File: config.mk
export PLATFORM = sky130hd
export DESIGN_NAME = instr_encoder
export DESIGN_NICKNAME = d
export VERILOG_FILES = /design/src/rtl/instr_pkg.sv /design/src/rtl/instr_pack.sv /design/src/rtl/instr_encoder.sv
export SDC_FILE = /design/constraint.sdc
export NUM_CORES = 1
export LEC_CHECK = 0
export CORE_MARGIN = 2
export CORE_UTILIZATION = 49
export CTS_CLUSTER_DIAMETER = 60
export DETAILED_ROUTE_END_ITERATION = 6
export GPL_TIMING_DRIVEN = 0
export PLACE_DENSITY = 0.95
export SLEW_MARGIN = 20
export SYNTH_ARGS = -nofsm -noshare
export SYNTH_HDL_FRONTEND = slang
export SYNTH_SLANG_ARGS = --single-unit
export TNS_END_PERCENT = 30
File: constraint.sdc
create_clock -name clk_i -period 3.75 [get_ports clk_i]
set_clock_uncertainty 0.15 [all_clocks]
set_input_delay 0.75 -clock clk_i [delete_from_list [all_inputs] [get_ports clk_i]]
set_output_delay 0.75 -clock clk_i [all_outputs]
set_load 0.02 [all_outputs]
File: src/rtl/instr_pkg.sv
// instr_pkg: opcode, funct and kind constants plus the request record shared by the encoder files
package instr_pkg;
  localparam logic [6:0] OP_IMM = 7'b0010011;
  localparam logic [6:0] LOAD = 7'b0000011;
  localparam logic [6:0] STORE = 7'b0100011;
  localparam logic [6:0] BRANCH = 7'b1100011;
  localparam logic [2:0] F3_ADDI = 3'b000;
  localparam logic [2:0] F3_SRAI = 3'b101;
  localparam logic [2:0] F3_LW = 3'b010;
  localparam logic [2:0] F3_SW = 3'b010;
  localparam logic [2:0] F3_BEQ = 3'b000;
  localparam logic [6:0] FUNCT7_SRA = 7'b0100000;
  localparam logic [2:0] K_ADDI = 3'd0;
  localparam logic [2:0] K_SRAI = 3'd1;
  localparam logic [2:0] K_LW = 3'd2;
  localparam logic [2:0] K_SW = 3'd3;
  localparam logic [2:0] K_BEQ = 3'd4;
  localparam logic [31:0] NOP_INSTR = 32'h0000_0013;
  typedef struct packed {
    logic [2:0] kind;
    logic [4:0] rd;
    logic [4:0] rs1;
    logic [4:0] rs2;
    logic [31:0] imm;
  } req_t;
endpackage

File: src/rtl/instr_pack.sv
// instr_pack: combinational field packer; immediate range flag only with INSTR_ENC_RANGE_CHECK_EN
import instr_pkg::*;
module instr_pack (
  input req_t req,
  output logic [31:0] instr,
  output logic illegal,
  output logic range_err
);
  logic [31:0] imm;
  assign imm = req.imm;
  assign illegal = req.kind > K_BEQ;
  always_comb begin
    instr = req.kind == K_ADDI ? {imm[11:0], req.rs1, F3_ADDI, req.rd, OP_IMM}
          : req.kind == K_SRAI ? {FUNCT7_SRA, imm[4:0], req.rs1, F3_SRAI, req.rd, OP_IMM}
          : req.kind == K_LW ? {imm[11:0], req.rs1, F3_LW, req.rd, LOAD}
          : req.kind == K_SW ? {imm[11:5], req.rs2, req.rs1, F3_SW, imm[4:0], STORE}
          : req.kind == K_BEQ ? {imm[12], imm[10:5], req.rs2, req.rs1, F3_BEQ, imm[4:1], imm[11], BRANCH}
          : NOP_INSTR;
  end
`ifdef INSTR_ENC_RANGE_CHECK_EN
  logic fit12, fit5, fit13;
  assign fit12 = &imm[31:11] || ~|imm[31:11];
  assign fit5 = ~|imm[31:5];
  assign fit13 = (&imm[31:12] || ~|imm[31:12]) && !imm[0];
  assign range_err = req.kind == K_SRAI ? !fit5
                   : req.kind == K_BEQ ? !fit13
                   : (req.kind == K_ADDI || req.kind == K_LW || req.kind == K_SW) ? !fit12
                   : 1'b0;
`else
  logic unused_imm;
  assign unused_imm = ^imm[31:13];
  assign range_err = 1'b0;
`endif
endmodule

File: src/rtl/instr_encoder.sv
// instr_encoder: two-stage valid/ready RISC-V encoder with address tagging; range check via INSTR_ENC_RANGE_CHECK_EN
import instr_pkg::*;
module instr_encoder #(
  parameter int ADDR_W = 32,
  parameter logic [ADDR_W-1:0] BASE_ADDR = '0
) (
  input logic clk_i,
  input logic rst_i,
  input logic in_valid_i,
  output logic in_ready_o,
  input logic [2:0] kind_i,
  input logic [4:0] rd_i,
  input logic [4:0] rs1_i,
  input logic [4:0] rs2_i,
  input logic [31:0] imm_i,
  output logic out_valid_o,
  input logic out_ready_i,
  output logic [31:0] instr_o,
  output logic [ADDR_W-1:0] addr_o,
  output logic err_o
);
  logic s1_valid_q, s1_valid_d, s2_valid_q, s2_valid_d;
  req_t s1_q, s1_d;
  logic [31:0] instr_q, instr_d, packed_instr;
  logic err_q, err_d, illegal, range_err, s1_err, s2_load;
  logic [ADDR_W-1:0] addr_q, addr_d;
  instr_pack u_pack (
    .req(s1_q),
    .instr(packed_instr),
    .illegal(illegal),
    .range_err(range_err)
  );
  assign s1_err = illegal || range_err;
  always_comb begin
    s2_load = !s2_valid_q || out_ready_i;
    in_ready_o = !s1_valid_q || s2_load;
    s1_valid_d = in_ready_o ? in_valid_i : s1_valid_q;
    s1_d = (in_ready_o && in_valid_i) ? {kind_i, rd_i, rs1_i, rs2_i, imm_i} : s1_q;
    s2_valid_d = s2_load ? s1_valid_q : s2_valid_q;
    instr_d = (s2_load && s1_valid_q) ? packed_instr : instr_q;
    err_d = (s2_load && s1_valid_q) ? s1_err : err_q;
    addr_d = (s2_valid_q && out_ready_i) ? addr_q + ADDR_W'(4) : addr_q;
  end
  always_ff @(posedge clk_i) begin
    if (rst_i) begin
      s1_valid_q <= 1'b0;
      s1_q <= '0;
      s2_valid_q <= 1'b0;
      instr_q <= '0;
      err_q <= 1'b0;
      addr_q <= BASE_ADDR;
    end else begin
      s1_valid_q <= s1_valid_d;
      s1_q <= s1_d;
      s2_valid_q <= s2_valid_d;
      instr_q <= instr_d;
      err_q <= err_d;
      addr_q <= addr_d;
    end
  end
  assign out_valid_o = s2_valid_q;
  assign instr_o = instr_q;
  assign err_o = err_q;
  assign addr_o = addr_q;
endmodule

**Yosys cells after proc, flatten, opt, wreduce, memory -nomap -nowiden**

Index checks and enable logic that the tools add are counted.

- Register bits: 98
- Output and inout bits: 67
- Word-level logic and storage cells: 29

- Add/sub/neg operators: 1
- Order comparisons: 1
- Equal/unequal tests: 4
- Multiplexer cells: 5
- Reduce and logical (&&, ||, !) cells: 8

Operators by type and width:

| operator | number |
|---|---|
| 2-to-1 mux 32 bit | 5 |
| adder 32 x 3 -> 32 bit (second input constant) | 1 |
| == test 3 x 2 -> 1 bit (second input constant) | 2 |
| == test 3 x 1 -> 1 bit (second input constant) | 1 |
| == test 3 bit (second input constant) | 1 |
| greater-than comparator 3 bit (second input constant) | 1 |
| logical AND 1 bit | 3 |
| logical NOT 3 bit | 1 |
| logical NOT 1 bit | 2 |
| logical OR 1 bit | 2 |

**Longest topological paths before layout**

Gate-level depths: netlist of run 1.

- Depth after elaboration: 6
- Mapped depth: 7

**Hierarchy**

Synthesis of run 1 repeated with hierarchy kept, for this count alone.

- Cell total of the unflattened synthesis: 632
- Area total of the unflattened synthesis: 4912.2 µm²

Modules (own cells, without submodules):

| module | times used | cells each | area an instance (µm²) | seq. area each (µm²) |
|---|---|---|---|---|
| instr_encoder | 1 | 552 | 4400.5 | 2302.2 |
| instr_pack | 1 | 80 | 511.7 | 0.0 |

**Worst setup path after synthesis of run 1**

OpenSTA, ideal clock, no wires.

- Path type: input port to flip-flop
- From: in out_ready_i
- To: reg addr_q[30], in the netlist addr_o[30]
- Arrival time: 2.272 ns
- Required time: 3.530 ns
- Slack: 1.258 ns
- Stages: 6
- Buffers on the path: 2
- Cell sequence: buf_2 > nand3_1 > or4_1 > buf_2 > or4_1 > a21oi_1

- Word-level cells in the longest chain between the ends: 1

Ends and longest elaborated chain:

| what | RTL line | source |
|---|---|---|
| start, declared | instr_encoder.sv:17 | `input logic out_ready_i,` |
| logical AND 1 bit | instr_encoder.sv:42 | `addr_d = (s2_valid_q && out_ready_i) ? addr_q + ADDR_W'(4) : addr_q;` |
| end signal, assigned | instr_encoder.sv:58 | `addr_q <= addr_d;` |
| end, declared | instr_encoder.sv:26 | `logic [ADDR_W-1:0] addr_q, addr_d;` |

Every way passes these cells.
A chain may end at the register's enable or synchronous reset.

**Worst setup path after layout of run 1**

- From: in out_ready_i
- To: out in_ready_o

- Word-level cells in the longest chain between the ends: 2

Ends and longest elaborated chain:

| what | RTL line | source |
|---|---|---|
| logical OR 1 bit | instr_encoder.sv:35 | `s2_load = !s2_valid_q \|\| out_ready_i;` |
| logical OR 1 bit | instr_encoder.sv:36 | `in_ready_o = !s1_valid_q \|\| s2_load;` |
| end, declared | instr_encoder.sv:10 | `output logic in_ready_o,` |

Every way passes these cells.

==> results of run 1 <==
-- sequential cells by signal, indices dropped and copies added, names as in the netlist --
register and count:
out_valid_o 1, instr_o 28, s1_q 31, err_o 1, addr_o 30, s1_valid_q 1
-- critical path, stage by stage --
cell and delay (ps):
buf_2 160, nand3b_1 210, clkdlybuf4s50_1 640
-- cell type report --
class	instances	area [um2]	area share (%)
Sequential cell	92	1840	36.9
Timing Repair Buffer	95	951	19.0
Buffer	33	158	3.16
Multi-Input combinational cell	308	1670	33.4
Inverter	14	52.6	1.05
Tap cell	99	124	2.48
Clock inverter	7	76.3	1.53
Clock buffer	9	124	2.48
-- synth_stat cells (2+ instances only) --
cell / instances
a222oi_1: 9
dfxtp_1: 92
nor2b_1: 3
buf_4: 6
nand3_1: 10
or4_1: 13
inv_1: 14
clkbuf_1: 23
o21ai_0: 11
o31ai_1: 8
nand2_1: 80
a31o_2: 2
xnor2_1: 8
or3_1: 10
buf_2: 3
nor4_1: 3
nand4_1: 7
and3_1: 3
a22oi_1: 10
nor3_1: 7
a21oi_1: 59
xor2_1: 3
nor2_1: 43
-- path summary, 6_finish.rpt --
path	startpoint	end	slack (ps)	cells past startpoint
hold / removal	instr_o[6]	instr_o[6]	310	2
setup reg to reg	out_valid_o	addr_o[23]	1370	5
setup / recovery	out_ready_i	in_ready_o	1090	3
hold reg to reg	instr_o[6]	instr_o[6]	310	2
-- where the power goes --
part / total (mW) / switching, mW / internal [mW]
clock: 0.670 / 0.359 / 0.311
sequential: 1.03 / 0.0214 / 1.01
combinational: 0.195 / 0.108 / 0.0865
-- layout by cell type, fill, tap and decap left out, types with 9 or more instances in the layout --
cell | Yosys | final
a222oi_1 | 9 | 9
clkbuf_8 | 0 | 9
clkdlybuf4s50_1 | 0 | 95
a22oi_1 | 10 | 10
nor2_1 | 43 | 43
or3_1 | 10 | 10
dfxtp_1 | 92 | 92
nand2_1 | 80 | 80
o21ai_0 | 11 | 11
nand3_1 | 10 | 10
clkbuf_1 | 23 | 23
inv_1 | 14 | 14
or4_1 | 13 | 13
a21oi_1 | 59 | 59
-- through the flow --
stage / total power, mW / area, um2
floorplan: 1.15 / 3710
detailed placement: 1.24 / 4780
finish: 1.89 / 4990
CTS: 1.89 / 4980
global route: 1.96 / 4990
global placement: 1.23 / 4780
-- per-layer routing --
metal	vias up	track usage, %	share of wire [%]
met2	178	44.5	53
li1	1763	-	-
met4	0	8.59	1.4
met5	-	0	0
met3	13	5.93	6.8
met1	1717	27.7	38
-- cells by family after synthesis --
logic type / Yosys count
and+or+nand+nor: 187
other: 1
DFF: 92
adders and majority gates: 1
buffers and inverters: 47
xor gates and xnor gates: 11
AOI/OAI and AO/OA: 105
==> out/qor.yml, run 1 <==
yosys.area_share.simple_pct: 23.8
synth_compound_area_share_pct: 17.6
antenna_found_initial: 0
p_leak_nw: 1.71
area_growth_pct: 35.2
synthTopCellsByArea: "dfxtp_1, nand2_1, a21oi_1"
worstPathMaxFanout: 9
drv_slew: 0
netlist_area_um2: 3690
holdCritPathClass: "flip-flop to flip-flop"
synth_top_area_share_pct: 49.8
tns_ps: 0
worst_pin_slew_ps: 1000
status: "complete, no violations"
place_congestion: 0.879
grt_pass1_wl_um: 16300
port_buffers: 95
cts_setup_buffers: 0
drc: 0
fin_nets: 608
drv_cap: 0
drt_iter0_drc: 259
utilization_pct: 68.5
syn_avg_cell_area_um2: 8.32
dpl_worst_slack_ps: 1020
first_global_vias: 3532
layout_setup_ws_ps: 1090
cts_num_sinks: 92
rows: 31
ys_ff_latch: 92
boundaryPins: 121
fill_cells: 583
period_needed_ps: 2660
htreeDepth: 3
drtPass1Iterations: 5
dp_hpwl_um: 7300
antenna_cells: 0
synth-xor-area-share_pct: 2.61
drive_above_1_share_pct: 5.73
die_y_um: 90.8
synth_flop_cell: "dfxtp_1"
dieArea_um2: 8250
path_class: "primary input to output port"
hold_viol_final: 0
final_antenna_net_count: 0
fp.dieW_um: 90.8
rsz0062_at_grt: "no"
synth_top_family_by_area: "simple AND/OR/NAND/NOR gates"
grt_use_total_pct: 24.4
cp-end-kind: "output port"
maxClockFrequency_mhz: 376
hold_slack_ps: 314
cp.arrival_ps: 1760
synthArstFlopShare_pct: 0
cts_tree: "built"
ir_drop_uv: 254
muxShareOfSynthArea_pct: 0
final_cells: 657
core_area_um2: 7290
overflow: 0
yosysSeqAreaShare_pct: 49.8
initial_core_util_pct: 50.7
wl_um: 10100
cts.reportedPaths.clkPinSlew_ps: 90
slew_headroom_pct: 32.6
required_ps: 2850
cts_hold_buf: 0
ctsResizeCount: 0
synthAdderAreaFrac_pct: 0.339
min_period_over_period_pct: 70.9
netlist_instances: 444
cts_max_path_buffers: 2
ys_warn_count: 0
wl_per_cell_um: 15.4
root_buffer: "clkbuf_8"
synth-edff-count: 0
yosysUniqueCellTypes: 40
setup_viol: 0
vias: 3671
worst_setup_path_start_kind: "primary input"
numCtsBuffers: 9
grt_max_degree: 17
clkLatencyLatePin_ps: 370
dp_cells: 641
synth_top_area_cell: "dfxtp_1"
power_density_nw_per_um2: 379
vias_per_cell: 5.59
No activity file was read; power rests on OpenSTA's default activity.
==> run 2: changes to the inputs <==
- CORE_UTILIZATION: 49 -> 46
- PLACE_DENSITY: 0.95 -> 0.91
- clock period: 3.75 -> 2.69 ns (I/O delays scaled with it)
==> out/qor.yml, run 2 (synthesis gave the netlist of run 1 again) <==
place_congestion: 0.865
drtPass1Iterations: 5
period_needed_ps: 2400
slew_headroom_pct: 28.7
cts_tree: "built"
setup_viol: 0
vias_per_cell: 5.56
wl_um: 9980
root_buffer: "clkbuf_8"
r2r-start: "out_valid_o"
path_depth: 5
fill_cells: 645
dieArea_um2: 8760
drv_slew: 0
worst_pin_slew_ps: 1070
vias: 3671
cp_common_cell: "or4_1"
drt_iter0_drc: 317
drc: 0
wl_per_cell_um: 15.1
grtUsageMet1_pct: 27.5
p_int_mw: 1.98
first_global_vias: 3459
cts_hold_buf: 0
grt-busiest-layer: "met2"
use_met2_pct: 41.3
final_cell_mix: "clkdlybuf4s50_1, dfxtp_1, nand2_1"
largest_register: "s1_q"
drive_above_1_share_pct: 5.56
htreeDepth: 3
area_growth_pct: 34.9
grt_pass1_wl_um: 16100
cts.reportedPaths.clkPinSlew_ps: 80
overflow: 0
power_density_nw_per_um2: 530
reg2reg_depth: 5
crit_path_top_delay_cell: "or4_1"
rr_endpoint: "addr_o[23]"
antenna_cells: 0
tns_ps: 0
boundaryPins: 121
clkLatencyLatePin_ps: 360
antenna_found_initial: 0
min_from: "s1_q[41]"
p_seq_share_pct: 54.2
cp.arrival_ps: 2520
cp-end-kind: "flip-flop"
required_ps: 2820
path_class: "flip-flop to flip-flop"
grt_use_total_pct: 23.4
port_buffers: 95
largest_reg_flops: 31
p_clk_share_pct: 35.7
crit_path_max_incr_delay_ps: 530
startpoint: "out_valid_o"
endpoint: "addr_o[23]"
cts_num_sinks: 92
rows: 32
r2r_slack_ps: 290
grt_max_degree: 16
numCtsBuffers: 9
p_leak_nw: 1.71
rsz0062_at_grt: "no"
maxClockFrequency_mhz: 417
ir_drop_uv: 287
final_common_cell: "clkdlybuf4s50_1"
fin_total_pwr_mw: 2.64
cts_setup_buffers: 0
worstPathMaxFanout: 10
initial_core_util_pct: 47.6
core_area_um2: 7770
fp.dieW_um: 93.6
utilization_pct: 64.2
power.switching_mw: 0.659
crit_buf_inv: 1
hold_viol_final: 0
min_period_over_period_pct: 89.1
cp_cell_sequence: "nand4_1 -> or4_1 -> buf_2 -> or4_1 -> a21oi_1"
ctsResizeCount: 0
worst_setup_path_start_kind: "flip-flop"
dp_hpwl_um: 7360
grt_use_met3_pct: 4.03
final_antenna_net_count: 0
regArea_um2: 1840
power_frac_comb_pct: 10.1
die_y_um: 93.6
holdCritPathClass: "flip-flop to flip-flop"
switching_share_pct: 25.0
multi_input_area_um2: 1650
critPathTopFamily: "simple AND/OR/NAND/NOR gates"
status: "complete, no violations"
drv_cap: 0
cts_max_path_buffers: 2
fin_nets: 608
==> run 2: cell count changes in the layout (fill, tap and decap cells not counted), sizes merged <==
cell | before | now
clkbuf | 32 | 34
clkinv | 3 | 2
clkinvlp | 2 | 1
==> run 2: worst reg2reg max path, stage by stage (launching register included) <==
cell	delay [ps]
dfxtp_1	490
nand4_1	350
or4_1	530
buf_2	200
or4_1	420
a21oi_1	170
==> run 2: power groups by stage <==
stage	Sequential, mW	Clock (mW)	Combinational (mW)
2_1_floorplan	1.48	0	0.125
3_3_place_gp	1.46	0	0.257
3_5_place_dp	1.46	0	0.265
4_1_cts	1.43	0.955	0.266
5_1_grt	1.44	1.02	0.290
6_report	1.43	0.943	0.266
==> run 2: metrics by stage <==
| step | std cells | setup WS (ps) | instance area [um2] | hold slack [ps] |
|---|---|---|---|---|
| floorplan | 447 | 410 | 3710 | 286 |
| global placement | 644 | 236 | 4780 | 292 |
| detailed placement | 644 | 116 | 4780 | 298 |
| CTS | 660 | 298 | 4990 | 309 |
| global route | 660 | 165 | 4990 | 336 |
| finish | 660 | 293 | 4990 | 308 |
==> run 2: layout make-up <==
type	count	area share [%]
multi-input combinational	308	33.2
clock buffer	11	2.84
tap	102	2.56
sequential	92	36.9
buffer	33	3.16
timing repair buffer	95	19.1
clock inverter	5	1.20
inverter	14	1.05
==> run 2: how the worst min path moves through the flow <==
stage | endpoint | slack (ps) | cells past startpoint
6_report | s1_q[41] | 310 | 2
4_1_cts | s1_q[41] | 310 | 2
2_1_floorplan | s1_q[43] | 290 | 2
3_3_place_gp | s1_q[9] | 290 | 2
3_5_place_dp | s1_q[41] | 300 | 2
5_1_grt | s1_q[41] | 340 | 2
==> run 2: per-layer routing <==
metal / part of all wire (%) / vias up
met3: 6.5 / 26
met2: 51 / 150
met1: 40 / 1726
li1: - / 1769
met5: 0 / -
met4: 2.6 / 0
